==> src/rtl/main_fsm_pkg.sv <==
// Shared control definitions for the multicycle core: state encoding,
// opcode constants, datapath select encodings and the control word layout.
package main_fsm_pkg;

  typedef enum logic [3:0] {
    S_FETCH    = 4'd0,
    S_DECODE   = 4'd1,
    S_MEMADR   = 4'd2,
    S_MEMREAD  = 4'd3,
    S_MEMWB    = 4'd4,
    S_MEMWRITE = 4'd5,
    S_EXECR    = 4'd6,
    S_EXECI    = 4'd7,
    S_JAL      = 4'd8,
    S_ALUWB    = 4'd9,
    S_BEQ      = 4'd10
  } state_t;

  localparam logic [6:0] OP_LW     = 7'b0000011;
  localparam logic [6:0] OP_SW     = 7'b0100011;
  localparam logic [6:0] OP_RTYPE  = 7'b0110011;
  localparam logic [6:0] OP_ITYPE  = 7'b0010011;
  localparam logic [6:0] OP_JAL    = 7'b1101111;
  localparam logic [6:0] OP_BRANCH = 7'b1100011;

  localparam logic [1:0] ALUOP_ADD   = 2'b00;
  localparam logic [1:0] ALUOP_SUB   = 2'b01;
  localparam logic [1:0] ALUOP_FUNCT = 2'b10;

  localparam logic [1:0] RES_ALUOUT    = 2'b00;
  localparam logic [1:0] RES_DATA      = 2'b01;
  localparam logic [1:0] RES_ALURESULT = 2'b10;

  localparam logic [1:0] SRCA_PC    = 2'b00;
  localparam logic [1:0] SRCA_OLDPC = 2'b01;
  localparam logic [1:0] SRCA_RS1   = 2'b10;

  localparam logic [1:0] SRCB_RS2  = 2'b00;
  localparam logic [1:0] SRCB_IMM  = 2'b01;
  localparam logic [1:0] SRCB_FOUR = 2'b10;

  typedef struct packed {
    logic       pc_update;
    logic       branch;
    logic       reg_write;
    logic       mem_write;
    logic       ir_write;
    logic       adr_src;
    logic [1:0] result_src;
    logic [1:0] alu_src_a;
    logic [1:0] alu_src_b;
    logic [1:0] alu_op;
  } ctrl_t;

  localparam ctrl_t CTRL_IDLE = '0;

  // Opcodes the decoder knows how to sequence; anything else is flagged.
  function automatic logic op_supported(input logic [6:0] op);
    return (op == OP_LW) || (op == OP_SW) || (op == OP_RTYPE) ||
           (op == OP_ITYPE) || (op == OP_JAL) || (op == OP_BRANCH);
  endfunction

  // Final state of every instruction; leaving it retires the instruction.
  function automatic logic state_retires(input state_t s);
    return (s == S_MEMWB) || (s == S_MEMWRITE) || (s == S_ALUWB) || (s == S_BEQ);
  endfunction

endpackage

==> src/rtl/main_fsm_outdec.sv <==
// Combinational state-to-control-word decoder (Moore outputs).
module main_fsm_outdec
  import main_fsm_pkg::*;
(
  input  state_t state,
  output ctrl_t  ctrl
);

  // Every field defaults to 0 so unused selects are deterministic.
  always_comb begin
    ctrl = CTRL_IDLE;
    case (state)
      S_FETCH: begin
        ctrl.ir_write   = 1'b1;
        ctrl.alu_src_a  = SRCA_PC;
        ctrl.alu_src_b  = SRCB_FOUR;
        ctrl.alu_op     = ALUOP_ADD;
        ctrl.result_src = RES_ALURESULT;
        ctrl.pc_update  = 1'b1;
      end
      S_DECODE: begin
        ctrl.alu_src_a = SRCA_OLDPC;
        ctrl.alu_src_b = SRCB_IMM;
        ctrl.alu_op    = ALUOP_ADD;
      end
      S_MEMADR: begin
        ctrl.alu_src_a = SRCA_RS1;
        ctrl.alu_src_b = SRCB_IMM;
        ctrl.alu_op    = ALUOP_ADD;
      end
      S_MEMREAD: begin
        ctrl.adr_src    = 1'b1;
        ctrl.result_src = RES_ALUOUT;
      end
      S_MEMWB: begin
        ctrl.result_src = RES_DATA;
        ctrl.reg_write  = 1'b1;
      end
      S_MEMWRITE: begin
        ctrl.adr_src    = 1'b1;
        ctrl.result_src = RES_ALUOUT;
        ctrl.mem_write  = 1'b1;
      end
      S_EXECR: begin
        ctrl.alu_src_a = SRCA_RS1;
        ctrl.alu_src_b = SRCB_RS2;
        ctrl.alu_op    = ALUOP_FUNCT;
      end
      S_EXECI: begin
        ctrl.alu_src_a = SRCA_RS1;
        ctrl.alu_src_b = SRCB_IMM;
        ctrl.alu_op    = ALUOP_FUNCT;
      end
      S_JAL: begin
        ctrl.alu_src_a  = SRCA_OLDPC;
        ctrl.alu_src_b  = SRCB_FOUR;
        ctrl.alu_op     = ALUOP_ADD;
        ctrl.result_src = RES_ALUOUT;
        ctrl.pc_update  = 1'b1;
      end
      S_ALUWB: begin
        ctrl.result_src = RES_ALUOUT;
        ctrl.reg_write  = 1'b1;
      end
      S_BEQ: begin
        ctrl.alu_src_a  = SRCA_RS1;
        ctrl.alu_src_b  = SRCB_RS2;
        ctrl.alu_op     = ALUOP_SUB;
        ctrl.result_src = RES_ALUOUT;
        ctrl.branch     = 1'b1;
      end
      default: ctrl = CTRL_IDLE;
    endcase
  end

endmodule

==> src/rtl/main_fsm.sv <==
// Multicycle main control FSM: state register, next-state logic, sticky
// illegal-opcode flag and retired-instruction counter.
module main_fsm
  import main_fsm_pkg::*;
#(
  parameter int INSTRET_W = 32
) (
  input  logic                 clk,
  input  logic                 reset,
  input  logic [6:0]           op,
  output logic                 PCUpdate,
  output logic                 Branch,
  output logic                 RegWrite,
  output logic                 MemWrite,
  output logic                 IRWrite,
  output logic                 AdrSrc,
  output logic [1:0]           ResultSrc,
  output logic [1:0]           ALUSrcA,
  output logic [1:0]           ALUSrcB,
  output logic [1:0]           ALUOp,
  output logic                 Illegal,
  output logic [INSTRET_W-1:0] Instret
);

  state_t state;
  state_t state_next;
  ctrl_t  ctrl;
  ctrl_t  ctrl_out;

  // State register; reset parks the machine in FETCH.
  always_ff @(posedge clk) begin
    if (reset) state <= S_FETCH;
    else       state <= state_next;
  end

  // Next-state logic; op is only consulted in DECODE and MEMADR.
  always_comb begin
    state_next = S_FETCH;
    case (state)
      S_FETCH:  state_next = S_DECODE;
      S_DECODE: begin
        case (op)
          OP_LW, OP_SW: state_next = S_MEMADR;
          OP_RTYPE:     state_next = S_EXECR;
          OP_ITYPE:     state_next = S_EXECI;
          OP_JAL:       state_next = S_JAL;
          OP_BRANCH:    state_next = S_BEQ;
          default:      state_next = S_FETCH;
        endcase
      end
      S_MEMADR: begin
        if (op == OP_LW)      state_next = S_MEMREAD;
        else if (op == OP_SW) state_next = S_MEMWRITE;
        else                  state_next = S_FETCH;
      end
      S_MEMREAD:  state_next = S_MEMWB;
      S_MEMWB:    state_next = S_FETCH;
      S_MEMWRITE: state_next = S_FETCH;
      S_EXECR:    state_next = S_ALUWB;
      S_EXECI:    state_next = S_ALUWB;
      S_JAL:      state_next = S_ALUWB;
      S_ALUWB:    state_next = S_FETCH;
      S_BEQ:      state_next = S_FETCH;
      default:    state_next = S_FETCH;
    endcase
  end

  // Bring-up status: count retirements, latch any unsupported opcode.
  always_ff @(posedge clk) begin
    if (reset) begin
      Instret <= '0;
      Illegal <= 1'b0;
    end else begin
      if (state_retires(state))
        Instret <= Instret + {{(INSTRET_W-1){1'b0}}, 1'b1};
      if ((state == S_DECODE) && !op_supported(op))
        Illegal <= 1'b1;
    end
  end

  main_fsm_outdec u_outdec (
    .state (state),
    .ctrl  (ctrl)
  );

  // Reset masks every enable and select so nothing moves during reset.
  always_comb begin
    ctrl_out = ctrl;
    if (reset) ctrl_out = CTRL_IDLE;
  end

  assign PCUpdate  = ctrl_out.pc_update;
  assign Branch    = ctrl_out.branch;
  assign RegWrite  = ctrl_out.reg_write;
  assign MemWrite  = ctrl_out.mem_write;
  assign IRWrite   = ctrl_out.ir_write;
  assign AdrSrc    = ctrl_out.adr_src;
  assign ResultSrc = ctrl_out.result_src;
  assign ALUSrcA   = ctrl_out.alu_src_a;
  assign ALUSrcB   = ctrl_out.alu_src_b;
  assign ALUOp     = ctrl_out.alu_op;

endmodule

==> config.mk <==
export PLATFORM = sky130hd
export DESIGN_NAME = main_fsm
export DESIGN_NICKNAME = d
export VERILOG_FILES = /design/src/rtl/main_fsm_pkg.sv /design/src/rtl/main_fsm_outdec.sv /design/src/rtl/main_fsm.sv
export SDC_FILE = /design/constraint.sdc
export NUM_CORES = 1
export LEC_CHECK = 0
export ABC_CLOCK_PERIOD_IN_PS = 3000
export CORE_UTILIZATION = 49
export DETAILED_ROUTE_END_ITERATION = 6
export GPL_TIMING_DRIVEN = 0
export PLACE_DENSITY = 0.91
export SLEW_MARGIN = 10
export SYNTH_ARGS = -nofsm -noshare
export SYNTH_HDL_FRONTEND = slang
export SYNTH_SLANG_ARGS = --single-unit
==> constraint.sdc <==
create_clock -name clk -period 3 [get_ports clk]
set_input_delay 0.9 -clock clk [delete_from_list [all_inputs] [get_ports clk]]
set_output_delay 0.9 -clock clk [all_outputs]
set_load 0.03 [all_outputs]
# Word-level counts from Yosys, hierarchy flattened
# Index checks and enable logic that the tools add are counted.
[classes] n_reduce_logical=16 n_addsub=1 n_mux=13 n_eq_ne=16
[op_table] cell="$pmux 6 s7" count=1
[op_table] cell="$pmux 4 s5" count=2
[op_table] cell="$add 32x1->32 const B" count=1
[op_table] cell="$eq 4x3->1 const B" count=4
[op_table] cell="$eq 7x6->1 const B" count=2
[op_table] cell="$eq 7x7->1 const B" count=2
[op_table] cell="$mux 14" count=1
[op_table] cell="$eq 4x4->1 const B" count=3
[op_table] cell="$eq 4x2->1 const B" count=2
[op_table] cell="$logic_or 1x1->1" count=8
[op_table] cell="$reduce_or 2->1" count=4
[op_table] cell="$eq 7x2->1 const B" count=1
[op_table] cell="$eq 7x5->1 const B" count=1
[op_table] cell="$mux 1" count=6
[op_table] cell="$mux 3" count=2
[op_table] cell="$eq 4x1->1 const B" count=1
[op_table] cell="$logic_not 4->1" count=1
[op_table] cell="$pmux 2 s2" count=1
[op_table] cell="$reduce_or 3->1" count=1
[op_table] cell="$logic_and 1x1->1" count=1
[op_table] cell="$logic_not 1->1" count=1
[word_totals] input_bits=9 reg_bits=37 wordCells=49 out_inout_bits=47

# Longest topological paths before layout
# Gate-level depths: netlist of run 1.
[depth] ltp_word=8 mapped_depth=7 depth_no_buf=4

# Modules after synthesis
# Synthesis of run 1 repeated with hierarchy kept, for this count alone.
[unflattened] cells_unflattened=268 area_unflattened_um2=2203.4
[by_module_without_submodules] module="main_fsm" seq_area_each_um2=740.7 area_each_um2=2018.2 n_inst=1 cells_per_inst=240
[by_module_without_submodules] module="main_fsm_outdec" seq_area_each_um2=0.0 area_each_um2=185.2 n_inst=1 cells_per_inst=28

# Least setup slack after synthesis of run 1
# Ideal clock, no wire load.
[synth_timing] path_type="input-to-output" startpoint="in reset" endpoint="out ResultSrc[1]" cell_stages=5 setup_slack_ps=-698 n_path_buf=3 required_ps=2100 t_arrival_ps=2798 cell_sequence="clkbuf_1 or2_2 clkbuf_1 nor4_1 buf_4"
[synth_between] elab_chain_len=1
[synth_lines] element="start, declared" line="main_fsm.sv:9" text="input logic reset,"
[synth_lines] element="$mux 14" line="main_fsm.sv:89" text="if (reset) ctrl_out = CTRL_IDLE;"
[synth_lines] element="end, declared" line="main_fsm.sv:17" text="output logic [1:0] ResultSrc,"
# Every way passes these cells.

# Final worst setup path of run 1
[layout_timing] startpoint="in reset" endpoint="out AdrSrc"
[layout_between] elab_chain_len=1
[layout_lines] element="$mux 14" line="main_fsm.sv:89"
[layout_lines] element="end, declared" line="main_fsm.sv:16" text="output logic AdrSrc,"
# Every way passes these cells.

==> impl_metrics.tcl, run 1 <==
set metrics [dict create \
    critPathMaxFanout 10 \
    initial_core_util 0.521 \
    worst_setup_path_start_kind "input pin" \
    report.final.slew_viol_count 0 \
    layout.nets 325 \
    powerDensity_nw_per_um2 327 \
    fillers 343 \
    crit_required_ns 2.10 \
    setup_viol 0 \
    skew_ns 0.00982 \
    setup_tns_ns 0 \
    yosysWarnings 0 \
    viasPerCell 6.27 \
    synth_edf_count 0 \
    maxCapViolations 0 \
    synth_ff_type "dfxtp_1" \
    rsz0062_at_grt "no" \
    ios 56 \
    critPathTopFamily "buffers and inverters" \
    ir_worst_vdd_mv 0.153 \
    placed_cells_incl_taps 359 \
    slew_headroom 0.639 \
    post-route-drc-count 0 \
    ant_nets 0 \
    final_hold_viol_count 0 \
    ys_seq_area_frac 0.348 \
    h-tree-depth 2 \
    routedWlPerCell_um 15.5 \
    path_common_cell "clkbuf_2" \
    hp-class "flop to flop" \
    status "finished clean" \
    cts.sink_count 37 \
    dp_hpwl_um 3970 \
    wirelength_um 5680 \
    timing.final.crit_share 0.962 \
    place_ws_ns -0.534 \
    synth_area_um2 2130 \
    path_buf_inv 3 \
    avgSynthCellArea_um2 8.35 \
    total_power_mw 0.917 \
    grt_pass1_wl_um 9100 \
    place_congestion 0.872 \
    synth_cells 255 \
    timing.final.ws_setup_ns 0.114 \
    gr-total-overflow 0 \
    die_x_um 67.9 \
    clkTransAtPathRegs_ns 0.08 \
    synth_nets 265 \
    port_buffers 54 \
    instances_no_fill 366 \
    clk_latency_ns 0.29 \
    grt_pass1_vias 2069 \
    clockBufferDepth 2 \
    dieArea_um2 4610 \
    crit_chain "clkbuf_2 -> clkbuf_2 -> nor4_2 -> dlygate4sd2_1" \
    synth.largest_area_cell "dfxtp_1" \
    max_slew.worst_pin.slew_ns 0.541 \
    ys_ff_latch 37 \
    diodes 0 \
    track_usage 0.258 \
    area_growth_pct 31.7 \
    grt_antenna_before_repair 0 \
    cts-root-buf "clkbuf_8" \
    cpPeakStageDelay_ns 0.43 \
    max_freq_mhz 346 \
    core_area_um2 4090 \
    cts_tree "yes" \
    power.leakage_nw 0.927 \
    layout_min_cycle_time_ns 2.89 \
    synthTopCellsByArea "dfxtp_1 35%, o31ai_1 8.1%, a21oi_1 7.1%" \
    rows 23 \
    cts_setup_buffers 0 \
    synth_cell_type_count 47 \
    critical_path.endpoint_type "output port" \
    cts_buffers 5 \
    vias 2295 \
    crit_slowest_cell "dlygate4sd2_1" \
    cts_resized 43 \
    async_reset_ff_frac 0 \
    grt_max_degree 12 \
    synth.top_cell.area_share 0.348 \
    dieHeight_um 67.9 \
    path_class "input pin to output port" \
    drt_iter0_markers 249 \
    postCtsHoldBufs 0 \
    worstPathArrival_ns 1.99 \
    firstDrtPassIters 5 \
    drive_gt1_frac 0.111 \
]
[metal layers]
metal  GRT usage  wire (µm)
met3      0.0400        337
met1       0.305       2450
met2       0.451       2820
met4       0.122         67
met5           0          0
[flip-flops by register name, indices dropped and copies added, names as in the netlist]
register and cells:
Illegal 1, state 4, Instret 32
[synthesized netlist by cell type (2+ instances only)]
cell type,instances
nor4b_1,2
and4_1,5
or4_1,20
a31oi_1,2
or3_1,6
dfxtp_1,37
inv_1,8
nor2_1,9
nand2_1,11
nand4bb_1,2
o31ai_1,23
buf_4,4
nand3b_1,2
clkbuf_1,12
nor3_1,8
nor2b_1,7
xnor2_1,5
nand3_1,9
a21oi_1,30
o21ai_0,6
nand4_1,9
buf_2,3
and2_1,2
and3_1,4
buf_1,3
nor4_1,4
or2_2,2
[layout make-up]
| type | count | area, µm² | area share |
|---|---|---|---|
| Multi-Input combinational cell | 187 | 1270 | 0.454 |
| Sequential cell | 37 | 741 | 0.264 |
| Timing Repair Buffer | 54 | 503 | 0.179 |
| Buffer | 22 | 113 | 0.0401 |
| Clock buffer | 6 | 72.6 | 0.0259 |
| Tap cell | 50 | 62.6 | 0.0223 |
| Inverter | 8 | 30.0 | 0.0107 |
| Clock inverter | 2 | 10.0 | 0.00357 |
[per-stage QoR]
stage / hold WS [ns] / cell area (µm²) / utilization
CTS: 0.466 / 2820 / 0.690
global route: 0.481 / 2810 / 0.686
global placement: 0.441 / 2760 / 0.675
floorplan: 0.571 / 2160 / -
finish: 0.468 / 2810 / 0.686
detailed placement: 0.451 / 2760 / 0.675
[placed cells by master, fill, tap and decap left out, drive strengths merged, types with 7 or more instances in the layout]
| cell type | count |
|---|---|
| a21oi | 30 |
| nor3 | 8 |
| o31ai | 24 |
| inv | 8 |
| buf | 18 |
| nand3 | 9 |
| nor2 | 9 |
| clkbuf | 17 |
| dfxtp | 37 |
| nand4 | 9 |
| nand2 | 11 |
| or4 | 20 |
| clkdlybuf4s50 | 40 |
| nor2b | 7 |
[kinds of logic (layout without fill, tap and decap cells)]
| family | after synthesis | after routing | synth area share |
|---|---|---|---|
| xor+xnor | 6 | 6 | 0.0247 |
| buf+inv | 31 | 92 | 0.0670 |
| compound gates | 70 | 70 | 0.217 |
| fa+ha+maj | 1 | 1 | 0.00587 |
| mux | 2 | 2 | 0.00999 |
| flops | 37 | 37 | 0.348 |
| simple gates | 108 | 108 | 0.327 |
[worst reg2reg max path, delay by kind of cell (launching register included)]
kind | cells | cell delay [ns]
AND/OR/NAND/NOR | 2 | 0.37
AO/OA/AOI/OAI | 1 | 0.54
multiplexers | 1 | 0.33
buffers and inverters | 2 | 0.48
flip-flops | 1 | 0.30
[power breakdown]
group          total (mW)  internal [mW]  switching [mW]
Sequential          0.494          0.493         0.00113
Combinational      0.0841         0.0325          0.0516
Clock               0.338          0.161           0.177
[final timing paths]
check / start / end / slack [ns] / cells after the start
hold / removal: Illegal / Illegal / 0.47 / 2
setup / recovery: reset / AdrSrc / 0.11 / 4
setup reg to reg: state[2] / Instret[30] / 0.88 / 6
hold reg to reg: Illegal / Illegal / 0.47 / 2
Power figures use the tool's default switching activity.
==> inputs of run 2 (changes only) <==
--- a/config.mk
+++ b/config.mk
@@ -10,6 +10,7 @@
 export DETAILED_ROUTE_END_ITERATION = 6
 export GPL_TIMING_DRIVEN = 0
 export PLACE_DENSITY = 0.91
+export RECOVER_POWER = 50
 export SLEW_MARGIN = 10
 export SYNTH_ARGS = -nofsm -noshare
 export SYNTH_HDL_FRONTEND = slang
==> run 2 against run 1 <==
  * Die area unchanged
  * Power is 0.22% higher
  * Clock skew is 0.0014 ns higher
  * Critical path depth is the same
  * Combinational power shrank 1%
  * Core utilization is 0.61 points lower
  * Critical path type unchanged
  * Highest routed layer unchanged
==> impl_metrics.tcl, run 2 (same netlist as run 1, synthesis figures left out) <==
set metrics [dict create \
    setup_viol 0 \
    utilization 0.680 \
    postLayoutCellArea_um2 2780 \
    diodes 0 \
    initial_core_util 0.521 \
    rrSetupSlack_ns 0.23 \
    grt_antenna_before_repair 0 \
    placed_area_um2 2760 \
    dp_hpwl_um 3970 \
    layout_min_cycle_time_ns 2.87 \
    max_freq_mhz 348 \
    cts_buffers 5 \
    clk_latency_ns 0.29 \
    placed_cells_incl_taps 359 \
    hp-class "flop to flop" \
    setup_tns_ns 0 \
    timing.final.crit_share 0.957 \
    post-route-drc-count 0 \
    slew_headroom 0.142 \
    grt_max_degree 12 \
    reg2reg_depth 6 \
    firstDrtPassIters 5 \
    path_class "input pin to output port" \
    grt_pass1_vias 2069 \
    cts_setup_buffers 0 \
    critPathMaxFanout 10 \
    maxCapViolations 0 \
    worst_setup_path_start_kind "input pin" \
    clockBufferDepth 2 \
    ant_nets 0 \
    reg_top3 "Instret x32, state x4, Illegal x1" \
    cts-root-buf "clkbuf_8" \
    max_slew.worst_pin.slew_ns 1.27 \
    h-tree-depth 2 \
    grt_use_met3 0.0400 \
    grt_pass1_wl_um 9100 \
    instances_no_fill 366 \
    critical_path.endpoint_type "output port" \
    final_common_cell "dfxtp_1" \
    power.leakage_nw 0.954 \
    ir_worst_vdd_mv 0.151 \
    drt_iter0_markers 241 \
    layout_common_cells "37 x dfxtp_1, 33 x clkdlybuf4s50_1, 30 x a21oi_1" \
    place_congestion 0.872 \
    top_usage_layer "met2" \
    postCtsHoldBufs 0 \
    final_hold_viol_count 0 \
    viasPerCell 6.28 \
    dieHeight_um 67.9 \
    report.final.slew_viol_count 0 \
    r2r_start "state[2]" \
    wirelength_um 5690 \
    crit_end "AdrSrc" \
    rr_endpoint "Instret[30]" \
    routedWlPerCell_um 15.5 \
    powerDensity_nw_per_um2 330 \
    skew_ns 0.0112 \
    worstPathArrival_ns 1.97 \
    layout.nets 325 \
    core_area_um2 4090 \
    status "finished clean" \
    die_x_um 67.9 \
    port_buffers 54 \
    rsz0062_at_grt "no" \
    largest_register "Instret" \
    track_usage 0.258 \
    area_growth_pct 30.6 \
    cts_tree "yes" \
    use_met1 0.305 \
    drive_gt1_frac 0.101 \
    rows 23 \
    ios 56 \
    largest_register_ff_count 32 \
    crit_required_ns 2.10 \
    clkTransAtPathRegs_ns 0.08 \
    dieArea_um2 4610 \
    grtUsageMet2 0.451 \
    cts.sink_count 37 \
    startpoint "reset" \
    gr-total-overflow 0 \
    vias 2299 \
]
==> run 2: cell types whose count changed in the layout (fill, tap and decap cells not counted), sizes merged <==
cell and change:
buf -1, dlygate4sd3 +7, clkbuf +1, clkdlybuf4s50 -7
==> run 2: worst min-delay path by stage <==
stage	start	endpoint	slack, ns	cells past startpoint
4_1_cts	Illegal	Illegal	0.47	2
3_5_place_dp	Illegal	Illegal	0.45	2
3_3_place_gp	Illegal	Illegal	0.44	2
2_1_floorplan	Illegal	Illegal	0.57	2
5_1_grt	Illegal	Illegal	0.48	2
6_report	Illegal	Illegal	0.47	2
==> run 2: layer usage <==
metal  vias up  wire length [µm]
li1       1103                 -
met1      1079              2470
met2       107              2770
met3        10               360
met4         0                82
met5         -                 0
==> run 2: cell type report <==
class	count	area (µm²)
repair buffers	54	503
plain buffers	22	113
clock buffers	6	72.6
multi-input cells	187	1250
well taps	50	62.6
clock inverters	2	10.0
fillers	347	1310
flip-flops and latches	37	741
inverters	8	30.0
==> run 2: worst max-delay path: stages <==
cell,delay (ns)
clkbuf_2,0.17
clkbuf_2,0.24
nor4_2,0.22
dlygate4sd2_1,0.43
==> run 2: power by group <==
part / switching, mW / internal [mW]
Clock: 0.180 / 0.161
Sequential: 0.00113 / 0.493
Combinational: 0.0516 / 0.0314
Total: 0.233 / 0.686
==> run 2: stage by stage <==
step / total power, mW / worst slack, ns / hold WS [ns]
final: 0.919 / 0.129 / 0.466
after global routing: 0.950 / 0.0561 / 0.478
after CTS: 0.917 / 0.0209 / 0.466
after detailed placement: 0.594 / -0.534 / 0.451
after global placement: 0.593 / -0.526 / 0.441
after floorplan: 0.559 / -0.151 / 0.571
==> run 2: timing repair <==
action | in CTS | in global routing
hold endpoints to repair | 0 | 0
gates resized for setup | 43 | 4
setup endpoints to repair | 13 | 4
